`src/rtl/bkm_output_sequencer_if.sv`:
```
// Purpose : result-in / beat-out bundle between the BKM core, the output sequencer and the FPU port.
// Latency : none (wires only).
// Backpressure: in_valid/in_ready on the result side, out_valid/out_ready on the beat side.
// Signals:
//   in_valid, in_ready     result handshake from the BKM iteration core
//   format                 00 REAL_32, 01 REAL_64, 10 CMPLX_32, 11 CMPLX_64
//   X_in, Y_in             real / imaginary parts of the result
//   out_valid, out_ready   beat handshake towards the FPU result port
//   out_data               formatted beat
//   out_tag                0 = X beat, 1 = Y beat
//   out_last               final beat of the current result
// Modports: master = environment (drives results, consumes beats); slave = sequencer.
interface bkm_output_sequencer_if #(
   parameter int W = 64
);
   logic         in_valid;
   logic         in_ready;
   logic [1:0]   format;
   logic [W-1:0] X_in;
   logic [W-1:0] Y_in;
   logic         out_valid;
   logic         out_ready;
   logic [W-1:0] out_data;
   logic         out_tag;
   logic         out_last;

   modport master (
      output in_valid, format, X_in, Y_in, out_ready,
      input  in_ready, out_valid, out_data, out_tag, out_last
   );

   modport slave (
      input  in_valid, format, X_in, Y_in, out_ready,
      output in_ready, out_valid, out_data, out_tag, out_last
   );
endinterface

```
`src/rtl/bkm_output_sequencer.sv`:
```
// Purpose : serialise one BKM result (X, Y, format) onto a W-bit beat bus, X then Y for complex.
// Latency : result captured at edge N -> first beat valid after edge N; 2 cycles/real, 3 cycles/complex peak.
// Backpressure: beats hold stable while out_ready is low; in_ready is high only in IDLE (registered state).
// Ports:
//   clk              posedge clock
//   srst             synchronous reset, active high, wins over every handshake
//   bus (slave)      result input and beat output handshakes, see bkm_output_sequencer_if
//   busy_o           a result is held (state != IDLE)
//   result_count_o   results fully delivered, wraps modulo 2**CNT_W
module bkm_output_sequencer #(
   parameter int W     = 64,
   parameter int CNT_W = 16
) (
   input  logic                     clk,
   input  logic                     srst,
   bkm_output_sequencer_if.slave    bus,
   output logic                     busy_o,
   output logic [CNT_W-1:0]         result_count_o
);

   typedef enum logic [1:0] {
      IDLE   = 2'd0,
      SEND_X = 2'd1,
      SEND_Y = 2'd2
   } state_t;

   // format[1] = complex, format[0] = 64-bit operand
   localparam int FMT_CPLX = 1;
   localparam int FMT_WIDE = 0;

   state_t             state_q,    state_d;
   logic [1:0]         fmt_q,      fmt_d;
   logic [W-1:0]       y_q,        y_d;
   logic [W-1:0]       out_data_q, out_data_d;
   logic               out_tag_q,  out_tag_d;
   logic               out_last_q, out_last_d;
   logic [CNT_W-1:0]   cnt_q,      cnt_d;

   // 32-bit formats live in the low half; the beat carries them sign-extended.
   function automatic logic [W-1:0] sext_half(input logic [W-1:0] v);
      return {{(W/2){v[W/2-1]}}, v[W/2-1:0]};
   endfunction

   function automatic logic [W-1:0] fmt_beat(input logic [W-1:0] v, input logic wide);
      return wide ? v : sext_half(v);
   endfunction

   // The X beat is formatted straight from X_in at capture, so only Y needs
   // to be held until the second beat of a complex result.
   always_comb begin
      state_d    = state_q;
      fmt_d      = fmt_q;
      y_d        = y_q;
      out_data_d = out_data_q;
      out_tag_d  = out_tag_q;
      out_last_d = out_last_q;
      cnt_d      = cnt_q;

      case (state_q)
         IDLE: begin
            if (bus.in_valid) begin
               fmt_d      = bus.format;
               y_d        = bus.Y_in;
               out_data_d = fmt_beat(bus.X_in, bus.format[FMT_WIDE]);
               out_tag_d  = 1'b0;
               out_last_d = ~bus.format[FMT_CPLX];
               state_d    = SEND_X;
            end
         end

         SEND_X: begin
            if (bus.out_ready) begin
               if (fmt_q[FMT_CPLX]) begin
                  out_data_d = fmt_beat(y_q, fmt_q[FMT_WIDE]);
                  out_tag_d  = 1'b1;
                  out_last_d = 1'b1;
                  state_d    = SEND_Y;
               end else begin
                  cnt_d   = cnt_q + CNT_W'(1);
                  state_d = IDLE;
               end
            end
         end

         SEND_Y: begin
            if (bus.out_ready) begin
               cnt_d   = cnt_q + CNT_W'(1);
               state_d = IDLE;
            end
         end

         default: begin
            state_d = IDLE;
         end
      endcase
   end

   always_ff @(posedge clk) begin
      if (srst) begin
         state_q    <= IDLE;
         fmt_q      <= '0;
         y_q        <= '0;
         out_data_q <= '0;
         out_tag_q  <= 1'b0;
         out_last_q <= 1'b0;
         cnt_q      <= '0;
      end else begin
         state_q    <= state_d;
         fmt_q      <= fmt_d;
         y_q        <= y_d;
         out_data_q <= out_data_d;
         out_tag_q  <= out_tag_d;
         out_last_q <= out_last_d;
         cnt_q      <= cnt_d;
      end
   end

   // in_ready depends on registered state only, never on out_ready.
   assign bus.in_ready    = (state_q == IDLE);
   assign bus.out_valid   = (state_q == SEND_X) || (state_q == SEND_Y);
   assign bus.out_data    = out_data_q;
   assign bus.out_tag     = out_tag_q;
   assign bus.out_last    = out_last_q;
   assign busy_o          = (state_q != IDLE);
   assign result_count_o  = cnt_q;

endmodule

```
`src/flat_wrapper.sv`:
```
// flat-port wrapper written by rule: the top's interface ports become plain ports
module bkm_output_sequencer_flat 
#(
   parameter int W     = 64,
   parameter int CNT_W = 16
)
  (clk, srst, busy_o, result_count_o, bus_in_valid, bus_format, bus_X_in, bus_Y_in, bus_out_ready, bus_in_ready, bus_out_valid, bus_out_data, bus_out_tag, bus_out_last);
  bkm_output_sequencer_if #(.W(W)) bus_i ();
  input  logic clk;
  input  logic srst;
  output logic busy_o;
  output logic [CNT_W-1:0] result_count_o;
  input wire logic [$bits(bus_i.in_valid)-1:0] bus_in_valid;
  input wire logic [$bits(bus_i.format)-1:0] bus_format;
  input wire logic [$bits(bus_i.X_in)-1:0] bus_X_in;
  input wire logic [$bits(bus_i.Y_in)-1:0] bus_Y_in;
  input wire logic [$bits(bus_i.out_ready)-1:0] bus_out_ready;
  output wire logic [$bits(bus_i.in_ready)-1:0] bus_in_ready;
  output wire logic [$bits(bus_i.out_valid)-1:0] bus_out_valid;
  output wire logic [$bits(bus_i.out_data)-1:0] bus_out_data;
  output wire logic [$bits(bus_i.out_tag)-1:0] bus_out_tag;
  output wire logic [$bits(bus_i.out_last)-1:0] bus_out_last;
  assign bus_i.in_valid = bus_in_valid;
  assign bus_i.format = bus_format;
  assign bus_i.X_in = bus_X_in;
  assign bus_i.Y_in = bus_Y_in;
  assign bus_i.out_ready = bus_out_ready;
  assign bus_in_ready = bus_i.in_ready;
  assign bus_out_valid = bus_i.out_valid;
  assign bus_out_data = bus_i.out_data;
  assign bus_out_tag = bus_i.out_tag;
  assign bus_out_last = bus_i.out_last;
  bkm_output_sequencer #(.W(W), .CNT_W(CNT_W)) u_core (.clk(clk), .srst(srst), .bus(bus_i), .busy_o(busy_o), .result_count_o(result_count_o));
endmodule
```
`config.mk`:
```
export PLATFORM = sky130hd
export DESIGN_NAME = bkm_output_sequencer_flat
export DESIGN_NICKNAME = d
export VERILOG_FILES = /design/src/rtl/bkm_output_sequencer_if.sv /design/src/rtl/bkm_output_sequencer.sv /design/src/flat_wrapper.sv
export SDC_FILE = /design/constraint.sdc
export NUM_CORES = 1
export LEC_CHECK = 0
export BUFFER_PORTS_ARGS = -buffer_cell sky130_fd_sc_hd__buf_2
export CORE_MARGIN = 2
export CORE_UTILIZATION = 54
export CTS_CLUSTER_DIAMETER = 50
export CTS_CLUSTER_SIZE = 12
export DETAILED_ROUTE_END_ITERATION = 7
export HOLD_SLACK_MARGIN = 0.06
export PLACE_DENSITY_LB_ADDON = 0.05
export SYNTH_ARGS = -nofsm -noshare
export SYNTH_HDL_FRONTEND = slang
export SYNTH_SLANG_ARGS = --single-unit
```
`constraint.sdc`:
```
create_clock -name clk -period 2.7 [get_ports clk]
set_clock_uncertainty 0.15 [all_clocks]
set_input_delay 0.135 -clock clk [delete_from_list [all_inputs] [get_ports clk]]
set_output_delay 0.135 -clock clk [all_outputs]
set_load 0.02 [all_outputs]
```
Yosys cells after proc, flatten, opt, wreduce, memory -nomap -nowiden:

Index checks and enable logic that the tools add are counted.

* add/subtract/negate cells: 1
* equality and inequality tests: 7
* mux-type cells: 21
* bitwise logic cells: 1
* reductions and logical operators: 9

Operators with widths (count)
* 2-to-1 mux 64 bit: 5
* one-hot mux 64 bit (2 select lines): 1
* 2-to-1 mux 16 bit: 3
* one-hot mux 16 bit (2 select lines): 1
* adder 16 x 1 -> 16 bit (second input constant): 1
* 2-to-1 mux 2 bit: 4
* inequality test 2 bit (second input constant): 4
* AND reduction 4 bit: 2
* one-hot mux 2 bit (3 select lines): 1
* nonzero test 2 bit: 3
* 2-to-1 mux 1 bit: 4
* one-hot mux 1 bit (2 select lines): 2
* AND reduction 3 bit: 1
* == test 2 x 1 -> 1 bit (second input constant): 1
* == test 2 bit (second input constant): 1
* logical NOT 2 bit: 1
* inequality test 2 x 1 -> 1 bit (second input constant): 1
* AND reduction 2 bit: 1
* logical OR 1 bit: 1
* inverter 1 bit: 1

* register bits after elaboration: 150
* output and inout port bits: 85

Longest topological paths before layout:

* depth after elaboration: 4
* depth in mapped cells: 8

Worst setup path after synthesis:

OpenSTA, ideal clock, no wires.

* path type: reg2reg
* from: register u_core.state_q[0]
* to: register u_core.cnt_q[13], in the netlist u_core.result_count_o[13]
* data arrival time: 1793 ps
* data required time: 2480 ps
* slack: 687 ps
* stages on the path, launching flop included: 8
* clock period less this slack: 2013 ps
* cell sequence: dfxtp_1 inv_1 ha_1 and4_1 o211ai_1 buf_2 or4_1 a21oi_1

* cells in the longest elaborated chain, start to end: 3

Ends and longest elaborated chain
* start: declaration: line bkm_output_sequencer.sv:31 `state_t state_q, state_d;`
* start signal: assignment: line bkm_output_sequencer.sv:108 `state_q <= state_d;`
* == test 2 x 1 -> 1 bit or == test 2 bit (tied branches): line bkm_output_sequencer.sv:59 `case (state_q)`
* inequality test 2 bit (no line) or nonzero test 2 bit (tied branches)
* AND reduction 4 bit (no line)
* end signal: assignment: line bkm_output_sequencer.sv:114 `cnt_q <= cnt_d;`
* end: declaration: line bkm_output_sequencer.sv:37 `logic [CNT_W-1:0] cnt_q, cnt_d;`

Several ways; a longest one is shown, not always the timed one.
A chain may end at the register's enable or synchronous reset.

Worst setup path after layout:

* from: register u_core.state_q[1]
* to: register u_core.cnt_q[7], in the netlist u_core.result_count_o[7]

The elaborated chain is that of the path after synthesis.

==> metrics.txt <==
number of remaining DRC errors 0; CTS Buf Count 17; first-pass GRT wire length 33000 µm; Reg2Reg Setup Slack 0.40 ns; # IOs 219; routed vias/inst 5.71; Buffers on Ports 218; Critical Path Sink Type register; clock-pin slew on the worst setup and hold paths 0.06 ns; Setup-failing EPs final 0; DIE HEIGHT 112 µm; run status completed; largest net degree at the start of global routing 63; fin. max-slew vios 0; Cell Area, Synth 6260 µm²; drt wl/cell 16.8 µm; maxcap violations 0; Core ar. 11400 µm²; path type of the worst min-delay path input port to register; WP data required 2.83 ns; Critical Path AT 2.43 ns; register bit total from synthesis 150; Synth cell types 37; worst-skew pair later-pin latency 0.42 ns; Async SR Flop Fraction 0; Die ar. 12500 µm²; pwr dens 683 nW/µm²; setup_tns 0 ns; DRT antenna net count 0; initial core utilization 0.551; crit path time final 2.30 ns; HPWL Detailed 11200 µm; most frequent cells in the layout nand2_1 (235), buf_2 (217), dfxtp_1 (150), dlygate4sd3_1 (131), a21oi_1 (114); post-synthesis sequential area ratio 0.479; Synth Warn # 0; Worst path max stage delay 0.69 ns; RD Place Congestion 0.813; syn avg cell area 8.13 µm²; RSZ-0062 raised after global routing false; gr ovfl total 0; Slew HR 0.443; TritonRoute pass-1 iters 5; H-Tree Depth 4; 1st-iter DRT viols 586; Post-synth EDFFs 0; critical path class register to register; synth top area cells dfxtp_1 (48%), nand2_1 (14%), a21oi_1 (9.3%); Total GRT Usage 0.327; die width 112 µm; CTS root buffer clkbuf_16; cells after synthesis 771; P_leak 4.00 nW; Synth top area share 0.479; antenna violations before repair 0; fin nets 1225; post-CTS setup buffer count 0; Tcrit/Tclk final 0.854; CTS Sinks 150; slowest CP cell o211ai_1; Crit Path Max Fanout 18; CTS tree done; total power 6.41 mW; Peak VDD IR 0.472 mV; worst hold slack 0.105 ns; final WL 20800 µm; ant diodes 0; Worst-Margin Slew 0.831 ns; cell chain of the critical path inv_1, ha_2, buf_4, inv_2, o211ai_1, or3_1, a21oi_1; Synth area leader dfxtp_1; vias in the first global route 7016; fraction of layout cells with a size suffix above 1 0.248; synthesis-to-layout area growth 49.7%; DR vias 7099; clock buffer depth 2; Fin. Hold Viols 0; Syn Nets 909; max frequency 434 MHz; row cnt 39; commonest non-fill, non-tap cell in the layout nand2_1; Post-synth top flop dfxtp_1; crit start category register
## power breakdown
group          switching (mW)  internal [mW]
Clock                   0.929           1.65
Sequential              0.117           2.41
Combinational           0.761          0.545
## state kept, by name, indices dropped and copies added (netlist names)
register	count
u_core.bus.out_last	1
u_core.y_q	64
u_core.bus.out_data	64
u_core.fmt_q	2
u_core.state_q	2
u_core.bus.out_tag	1
u_core.result_count_o	16
## critical path: cells and delay by family, from the launching register on
kind            cells  cell delay (ns)
compound gates      2             0.75
fa+ha+maj           1             0.22
buf+inv             3             0.50
flops               1             0.31
simple gates        1             0.22
## through the flow
stage | cell area (µm²) | worst slack [ns] | util | instances
6_report | 9380 | 0.395 | 0.825 | 1243
5_1_grt | 9380 | 0.194 | 0.825 | 1243
2_1_floorplan | 6260 | 0.687 | - | 771
3_3_place_gp | 7410 | 0.338 | 0.652 | 1080
4_1_cts | 9370 | 0.208 | 0.824 | 1243
3_5_place_dp | 7410 | 0.215 | 0.652 | 1080
## worst paths after layout
kind	startpoint	end	cells after the start
max	u_core.state_q[1]	u_core.result_count_o[7]	7
max reg2reg	u_core.state_q[1]	u_core.result_count_o[7]	7
min	srst	u_core.result_count_o[3]	2
min reg2reg	u_core.bus.out_data[63]	u_core.bus.out_data[63]	2
## cell usage after synthesis, types with 2 or more instances
master and n:
buf_4 3, and4_1 2, xor2_1 2, ha_1 4, inv_1 7, or3_1 6, or4_1 8, a211oi_1 33
buf_1 5, nand2_1 236, buf_6 3, nor2_1 37, buf_2 12, a21oi_1 116, nand2b_1 2, nand3_1 4
o21ai_0 5, a221o_1 32, clkbuf_1 44, dfxtp_1 150, o31ai_1 8, nor2b_1 3, mux2i_1 33, nand4_1 3
## cells by family after synthesis
| kind of cell | synth area share |
|---|---|
| compound gates | 0.208 |
| xor+xnor | 0.00280 |
| fa+ha+maj | 0.00799 |
| buf+inv | 0.0527 |
| flops | 0.479 |
| mux | 0.0527 |
| simple gates | 0.197 |
## routing by layer
metal  up-vias  wire length, µm  GRT usage
li1       3287                -          -
met1      3353             7800      0.362
met2       381            10800      0.591
met3        78             1450     0.0708
met4         0              782      0.164
met5         -                0          0
## cell type report
class | count | area (µm²)
Sequential cell | 150 | 3000
Multi-Input combinational cell | 546 | 2960
Timing Repair Buffer | 364 | 2550
Fill cell | 679 | 1990
Clock buffer | 21 | 480
Tap cell | 143 | 179
Clock inverter | 11 | 170
Inverter | 8 | 30.0
## repair_timing
item | CTS | global route
endpoints found under the hold margin | 133 | 0
hold buffers | 131 | 0
setup endpoints to repair | 0 | 1
resized for setup | 0 | 1
Note: power is estimated with default switching activity, not from simulation.
